**src/rtl/ctrl_pkg.sv**
```systemverilog
// Shared encodings for the multicycle control unit: states, opcodes, mux codes, control vector.
// The CTRL_TRAP_EN build makes the TRAP state reachable on illegal opcodes.
package ctrl_pkg;

  localparam int STATE_BITS = 5;
  localparam int OP_BITS    = 4;

  localparam logic [STATE_BITS-1:0] S_FETCH   = 5'd0;
  localparam logic [STATE_BITS-1:0] S_DECODE  = 5'd1;
  localparam logic [STATE_BITS-1:0] S_MEMADDR = 5'd2;
  localparam logic [STATE_BITS-1:0] S_MEMRD   = 5'd3;
  localparam logic [STATE_BITS-1:0] S_MEMWB   = 5'd4;
  localparam logic [STATE_BITS-1:0] S_MEMWR   = 5'd5;
  localparam logic [STATE_BITS-1:0] S_REXEC   = 5'd6;
  localparam logic [STATE_BITS-1:0] S_RWB     = 5'd7;
  localparam logic [STATE_BITS-1:0] S_IEXEC   = 5'd8;
  localparam logic [STATE_BITS-1:0] S_IWB     = 5'd9;
  localparam logic [STATE_BITS-1:0] S_BRANCH  = 5'd10;
  localparam logic [STATE_BITS-1:0] S_JUMP    = 5'd11;
  localparam logic [STATE_BITS-1:0] S_JAL     = 5'd12;
  localparam logic [STATE_BITS-1:0] S_TRAP    = 5'd31;

  localparam logic [OP_BITS-1:0] OP_R    = 4'd0;
  localparam logic [OP_BITS-1:0] OP_ADDI = 4'd1;
  localparam logic [OP_BITS-1:0] OP_LW   = 4'd2;
  localparam logic [OP_BITS-1:0] OP_SW   = 4'd3;
  localparam logic [OP_BITS-1:0] OP_BEQ  = 4'd4;
  localparam logic [OP_BITS-1:0] OP_BNE  = 4'd5;
  localparam logic [OP_BITS-1:0] OP_J    = 4'd6;
  localparam logic [OP_BITS-1:0] OP_JAL  = 4'd7;

  localparam logic [1:0] SRCB_B     = 2'd0;
  localparam logic [1:0] SRCB_ONE   = 2'd1;
  localparam logic [1:0] SRCB_IMM   = 2'd2;
  localparam logic [1:0] SRCB_SHIMM = 2'd3;

  localparam logic [1:0] ALU_ADD   = 2'd0;
  localparam logic [1:0] ALU_SUB   = 2'd1;
  localparam logic [1:0] ALU_FUNCT = 2'd2;
  localparam logic [1:0] ALU_PASSB = 2'd3;

  localparam logic [1:0] PCS_ALU    = 2'd0;
  localparam logic [1:0] PCS_ALUOUT = 2'd1;
  localparam logic [1:0] PCS_JUMP   = 2'd2;

  typedef struct packed {
    logic       pc_write;
    logic       pc_write_cond;
    logic       iord;
    logic       mem_read;
    logic       mem_write;
    logic       ir_write;
    logic       reg_write;
    logic       reg_dst;
    logic       memto_reg;
    logic       alu_src_a;
    logic [1:0] alu_src_b;
    logic [1:0] alu_op;
    logic [1:0] pc_source;
    logic       branch_ne;
  } ctrl_t;

endpackage

```
**src/rtl/ctrl_decode.sv**
```systemverilog
// Moore decode of the current state into the datapath control vector.
// Memory-side writes in FETCH/MEMWR are qualified by mem_ready so a stalled access writes nothing.
module ctrl_decode
  import ctrl_pkg::*;
#(
  parameter int STATE_W = STATE_BITS,
  parameter int OP_W    = OP_BITS
) (
  input  logic [STATE_W-1:0] cs,
  input  logic [OP_W-1:0]    opcode,
  input  logic               mem_ready,
  output ctrl_t              ctrl
);

  always_comb begin
    ctrl = '0;
    case (cs)
      S_FETCH: begin
        ctrl.mem_read  = 1'b1;
        ctrl.ir_write  = mem_ready;
        ctrl.pc_write  = mem_ready;
        ctrl.alu_src_b = SRCB_ONE;
        ctrl.alu_op    = ALU_ADD;
        ctrl.pc_source = PCS_ALU;
      end
      // branch target precomputed while the register file is read
      S_DECODE: begin
        ctrl.alu_src_b = SRCB_SHIMM;
        ctrl.alu_op    = ALU_ADD;
      end
      S_MEMADDR: begin
        ctrl.alu_src_a = 1'b1;
        ctrl.alu_src_b = SRCB_IMM;
        ctrl.alu_op    = ALU_ADD;
      end
      S_MEMRD: begin
        ctrl.mem_read = 1'b1;
        ctrl.iord     = 1'b1;
      end
      S_MEMWB: begin
        ctrl.reg_write = 1'b1;
        ctrl.memto_reg = 1'b1;
      end
      S_MEMWR: begin
        ctrl.mem_write = mem_ready;
        ctrl.iord      = 1'b1;
      end
      S_REXEC: begin
        ctrl.alu_src_a = 1'b1;
        ctrl.alu_src_b = SRCB_B;
        ctrl.alu_op    = ALU_FUNCT;
      end
      S_RWB: begin
        ctrl.reg_write = 1'b1;
        ctrl.reg_dst   = 1'b1;
      end
      S_IEXEC: begin
        ctrl.alu_src_a = 1'b1;
        ctrl.alu_src_b = SRCB_IMM;
        ctrl.alu_op    = ALU_ADD;
      end
      S_IWB: ctrl.reg_write = 1'b1;
      S_BRANCH: begin
        ctrl.alu_src_a     = 1'b1;
        ctrl.alu_src_b     = SRCB_B;
        ctrl.alu_op        = ALU_SUB;
        ctrl.pc_write_cond = 1'b1;
        ctrl.pc_source     = PCS_ALUOUT;
        ctrl.branch_ne     = (opcode == OP_BNE);
      end
      S_JUMP: begin
        ctrl.pc_write  = 1'b1;
        ctrl.pc_source = PCS_JUMP;
      end
      S_JAL: begin
        ctrl.pc_write  = 1'b1;
        ctrl.pc_source = PCS_JUMP;
        ctrl.reg_write = 1'b1;
      end
      default: ctrl = '0;
    endcase
  end

endmodule

```
**src/rtl/control_fsm.sv**
```systemverilog
// Multicycle control FSM: state register, next-state logic and retired-instruction counter.
// Define CTRL_TRAP_EN to trap (sticky, until reset) on illegal opcodes instead of treating them as NOPs.
module control_fsm
  import ctrl_pkg::*;
#(
  parameter int STATE_W = STATE_BITS,
  parameter int OP_W    = OP_BITS,
  parameter int CNT_W   = 16
) (
  input  logic               CLK,
  input  logic               ResetL,
  input  logic [OP_W-1:0]    Opcode,
  input  logic               Zero,
  input  logic               MemReady,
  output logic [STATE_W-1:0] CS,
  output logic [STATE_W-1:0] NS,
  output logic               PCWrite,
  output logic               PCWriteCond,
  output logic               IorD,
  output logic               MemRead,
  output logic               MemWrite,
  output logic               IRWrite,
  output logic               RegWrite,
  output logic               RegDst,
  output logic               MemtoReg,
  output logic               ALUSrcA,
  output logic [1:0]         ALUSrcB,
  output logic [1:0]         ALUOp,
  output logic [1:0]         PCSource,
  output logic               BranchNE,
  output logic [CNT_W-1:0]   InstrCount,
  output logic               Trap
);

`ifdef CTRL_TRAP_EN
  localparam logic [STATE_W-1:0] ILLEGAL_NS = S_TRAP;
`else
  localparam logic [STATE_W-1:0] ILLEGAL_NS = S_FETCH;
`endif

  logic [STATE_W-1:0] cs_q, ns;
  logic [CNT_W-1:0]   cnt_q;
  ctrl_t              ctrl;

  // Zero is consumed by the datapath branch logic together with BranchNE
  logic unused_zero;
  assign unused_zero = Zero;

  always_ff @(posedge CLK or negedge ResetL) begin
    if (!ResetL) cs_q <= S_FETCH;
    else         cs_q <= ns;
  end

  always_comb begin
    ns = S_FETCH;
    case (cs_q)
      S_FETCH:  ns = MemReady ? S_DECODE : S_FETCH;
      S_DECODE: begin
        case (Opcode)
          OP_R:          ns = S_REXEC;
          OP_ADDI:       ns = S_IEXEC;
          OP_LW, OP_SW:  ns = S_MEMADDR;
          OP_BEQ, OP_BNE: ns = S_BRANCH;
          OP_J:          ns = S_JUMP;
          OP_JAL:        ns = S_JAL;
          default:       ns = ILLEGAL_NS;
        endcase
      end
      S_MEMADDR: begin
        if (Opcode == OP_LW)      ns = S_MEMRD;
        else if (Opcode == OP_SW) ns = S_MEMWR;
        else                      ns = S_FETCH;
      end
      S_MEMRD:  ns = MemReady ? S_MEMWB : S_MEMRD;
      S_MEMWR:  ns = MemReady ? S_FETCH : S_MEMWR;
      S_REXEC:  ns = S_RWB;
      S_IEXEC:  ns = S_IWB;
      S_RWB, S_IWB, S_MEMWB, S_BRANCH, S_JUMP, S_JAL: ns = S_FETCH;
`ifdef CTRL_TRAP_EN
      S_TRAP:   ns = S_TRAP;
`endif
      default:  ns = S_FETCH;
    endcase
  end

  // an instruction retires on the edge that returns the FSM to FETCH
  always_ff @(posedge CLK or negedge ResetL) begin
    if (!ResetL)                              cnt_q <= '0;
    else if (ns == S_FETCH && cs_q != S_FETCH) cnt_q <= cnt_q + CNT_W'(1);
  end

  ctrl_decode #(
    .STATE_W (STATE_W),
    .OP_W    (OP_W)
  ) u_decode (
    .cs        (cs_q),
    .opcode    (Opcode),
    .mem_ready (MemReady),
    .ctrl      (ctrl)
  );

  assign CS          = cs_q;
  assign NS          = ns;
  assign PCWrite     = ctrl.pc_write;
  assign PCWriteCond = ctrl.pc_write_cond;
  assign IorD        = ctrl.iord;
  assign MemRead     = ctrl.mem_read;
  assign MemWrite    = ctrl.mem_write;
  assign IRWrite     = ctrl.ir_write;
  assign RegWrite    = ctrl.reg_write;
  assign RegDst      = ctrl.reg_dst;
  assign MemtoReg    = ctrl.memto_reg;
  assign ALUSrcA     = ctrl.alu_src_a;
  assign ALUSrcB     = ctrl.alu_src_b;
  assign ALUOp       = ctrl.alu_op;
  assign PCSource    = ctrl.pc_source;
  assign BranchNE    = ctrl.branch_ne;
  assign InstrCount  = cnt_q;

`ifdef CTRL_TRAP_EN
  // TRAP only exits through reset, so the state decode is already sticky
  assign Trap = (cs_q == S_TRAP);
`else
  assign Trap = 1'b0;
`endif

endmodule
```
**config.mk**
```make
export PLATFORM = sky130hd
export DESIGN_NAME = control_fsm
export DESIGN_NICKNAME = d
export VERILOG_FILES = /design/src/rtl/ctrl_pkg.sv /design/src/rtl/ctrl_decode.sv /design/src/rtl/control_fsm.sv
export SDC_FILE = /design/constraint.sdc
export NUM_CORES = 1
export LEC_CHECK = 0
export ABC_AREA = 1
export CORE_AREA = 5 5 64 66
export DETAILED_ROUTE_END_ITERATION = 6
export DIE_AREA = 0 0 69 71
export HOLD_SLACK_MARGIN = 0.15
export PLACE_DENSITY_LB_ADDON = 0.3
export RECOVER_POWER = 25
export SLEW_MARGIN = 20
export SYNTH_ARGS = -nofsm -noshare
export SYNTH_HDL_FRONTEND = slang
export SYNTH_SLANG_ARGS = --single-unit
```
**constraint.sdc**
```tcl
create_clock -name CLK -period 2.5 [get_ports CLK]
set_input_delay 0.375 -clock CLK [delete_from_list [all_inputs] [get_ports CLK]]
set_output_delay 0.375 -clock CLK [all_outputs]
set_load 0.03 [all_outputs]
```
==> flow_metrics.tcl <==
set metrics [dict create \
    crit_chain "nor2_2, nand3_1, o21ai_0, clkdlybuf4s50_1" \
    path_buf_inv 1 \
    drc_errors 0 \
    p_per_area_mw_per_mm2 1060 \
    synthCells 230 \
    multi_input_area_um2 992 \
    power_frac_seq 0.203 \
    syn-mean-instance-area_um2 7.16 \
    ant_nets 0 \
    drive_gt1_frac 0.190 \
    power.total_mw 2.33 \
    cap_violations 0 \
    vias 1590 \
    start_util 0.468 \
    cts_tree "built" \
    fin_util 0.626 \
    final_nets 289 \
    htreeDepth 1 \
    die_y_um 71 \
    viasPerCell 4.86 \
    setup.worst_path.start_class "register" \
    root_buffer "clkbuf_4" \
    die_x_um 69 \
    place_hpwl_um 3120 \
    slew_viol_final 0 \
    grt_antenna_before_repair 0 \
    fmax_mhz 415 \
    worst_path_largest_cell_delay_ns 0.71 \
    synth_area_mm2 0.00165 \
    period_minus_slack_ns 2.41 \
    grt_pass1_vias 1564 \
    grt_use_total 0.164 \
    status "finished, final reports clean" \
    crit_path_end_kind "output port" \
    fin_area_mm2 0.00221 \
    fin_cells 327 \
    cts_setup_buffers 0 \
    p_leak_nw 1.16 \
    grt_max_degree 21 \
    relSlewSlack 0.249 \
    slowest_stage "clkdlybuf4s50_1" \
    r2r_slack_ns 0.53 \
    cts_buffers 3 \
    cts_hold_buf 0 \
    cts.path.max_buffers 2 \
    ir_drop_mv 0.432 \
    yosysSeqAreaShare 0.304 \
    dpl-instance-area_mm2 0.00215 \
    required_ns 2.12 \
    ys_seq_elements 20 \
    pre_cts_slack_ns 0.163 \
    finalHoldViolations 0 \
    io_buffers 47 \
    ys_types 29 \
    nFillCells 331 \
    grt_first_pass_wirelength_um 6770 \
    combPwrFrac 0.681 \
    critPathArrivalTime_ns 2.04 \
    setup_slack_ns 0.0886 \
    path_clk_slew_ns 0.11 \
    row_count 22 \
    clock_latency_ns 0.32 \
    fin_skew_ns 0.0160 \
    drt_iter0_drc 149 \
    regArea_um2 502 \
    die_area_mm2 0.00490 \
    critical-path-top-delay-family "buffers and inverters" \
    switchingPower_mw 1.26 \
    period_share 0.965 \
    pin_count 52 \
    clock_power_share 0.116 \
    diodes 0 \
    drt_wl_total_um 3990 \
    final_cell_mix "nand2_1, clkdlybuf4s50_1, nand3_1" \
    yosysWarningCount 0 \
    layout_commonest_cell "nand2_1" \
    grt_remaining_overflow 0 \
    setup_tns_ns 0 \
    crit_path_max_fanout 6 \
    criticalPathCategory "register to output port" \
    setup_viol 0 \
    place.gp.congestion 0.853 \
    dpl.cell_count 323 \
    hp-class "register to register" \
    worst_slew_pin_slew_ns 1.13 \
    swShare 0.540 \
    drtPass1Iterations 4 \
    cts.sinks 20 \
    core-area_mm2 0.00352 \
    intPower_mw 1.07 \
    holdWs_ns 0.549 \
    avgRoutedWirePerCell_um 12.2 \
    syn2layout_area_growth_pct 33.9 \
]
## cell usage after synthesis
master / n / area share
nand4_1: 4 / 0.015
inv_2: 4 / 0.0091
nor2_4: 5 / 0.034
nor3_1: 5 / 0.015
buf_6: 3 / 0.020
nand3_1: 33 / 0.10
inv_1: 26 / 0.059
nand2_2: 8 / 0.030
nor2_1: 22 / 0.050
nor2_8: 1 / 0.012
buf_4: 3 / 0.014
nand3_4: 1 / 0.011
ha_1: 1 / 0.0076
nand3b_1: 1 / 0.0046
nor2_2: 9 / 0.034
buf_2: 1 / 0.0030
conb_1: 1 / 0.0023
nand3_2: 7 / 0.043
xor2_1: 5 / 0.027
o311ai_0: 1 / 0.0053
dfrtp_1: 20 / 0.30
or2_2: 1 / 0.0038
nand2_4: 3 / 0.020
nand2_1: 57 / 0.13
nor4_1: 1 / 0.0038
o21ai_0: 1 / 0.0030
xnor2_1: 4 / 0.021
and3b_1: 1 / 0.0053
nand3b_4: 1 / 0.012
## tightest hold or removal path: cells and delay by family (launching register included)
family | cells | cell delay, ns
simple gates | 2 | 0.12
flops | 1 | 0.41
## final cells by class
class                           count  area share
Timing Repair Buffer               50       0.221
Inverter                           30      0.0510
Sequential cell                    20       0.227
Clock buffer                        3      0.0102
Clock inverter                      1      0.0136
Multi-Input combinational cell    175       0.450
Tap cell                           48      0.0272
## power groups by stage
stage	logic (mW)	clock network (mW)	registers, mW
final	1.59	0.270	0.473
after detailed placement	1.61	0	0.479
after CTS	1.61	0.275	0.472
after global routing	1.72	0.285	0.487
after global placement	1.59	0	0.477
after floorplan	1.09	0	0.559
## routing by layer
metal  GRT usage  vias up  part of all wire
li1            -      816                 -
met1       0.207      725              0.44
met2       0.280       44              0.50
met3      0.0241        5             0.042
met4      0.0651        0             0.014
met5           0        -                 0
## logic make-up (layout without fill, tap and decap cells)
group / count (synthesis) / in the layout / synth area share
DFF: 20 / 20 / 0.304
and+or+nand+nor: 160 / 160 / 0.525
other: 1 / 3 / 0.00228
AOI/OAI and AO/OA: 2 / 2 / 0.00835
adders and majority gates: 1 / 1 / 0.00759
xor gates and xnor gates: 9 / 9 / 0.0478
buffers and inverters: 37 / 84 / 0.106
## worst paths after layout
path | startpoint | to | depth (start not counted)
worst max-delay path | CS[0] | PCSource[1] | 4
worst min-delay path | InstrCount[14] | InstrCount[14] | 2
worst max register to register | CS[2] | InstrCount[6] | 11
worst min register to register | InstrCount[14] | InstrCount[14] | 2
max in group asynchronous | ResetL | CS[1] | 2
min in group asynchronous | ResetL | InstrCount[1] | 2
## registers in the layout, indices dropped and copies added, names as in the netlist
register	count
CS	4
InstrCount	16
## timing repair
action                                  CTS  global route
gates resized for setup                   2             5
gates cloned                              0             0
endpoints found under the setup margin    2             4
(Power assumes the default switching activity.)
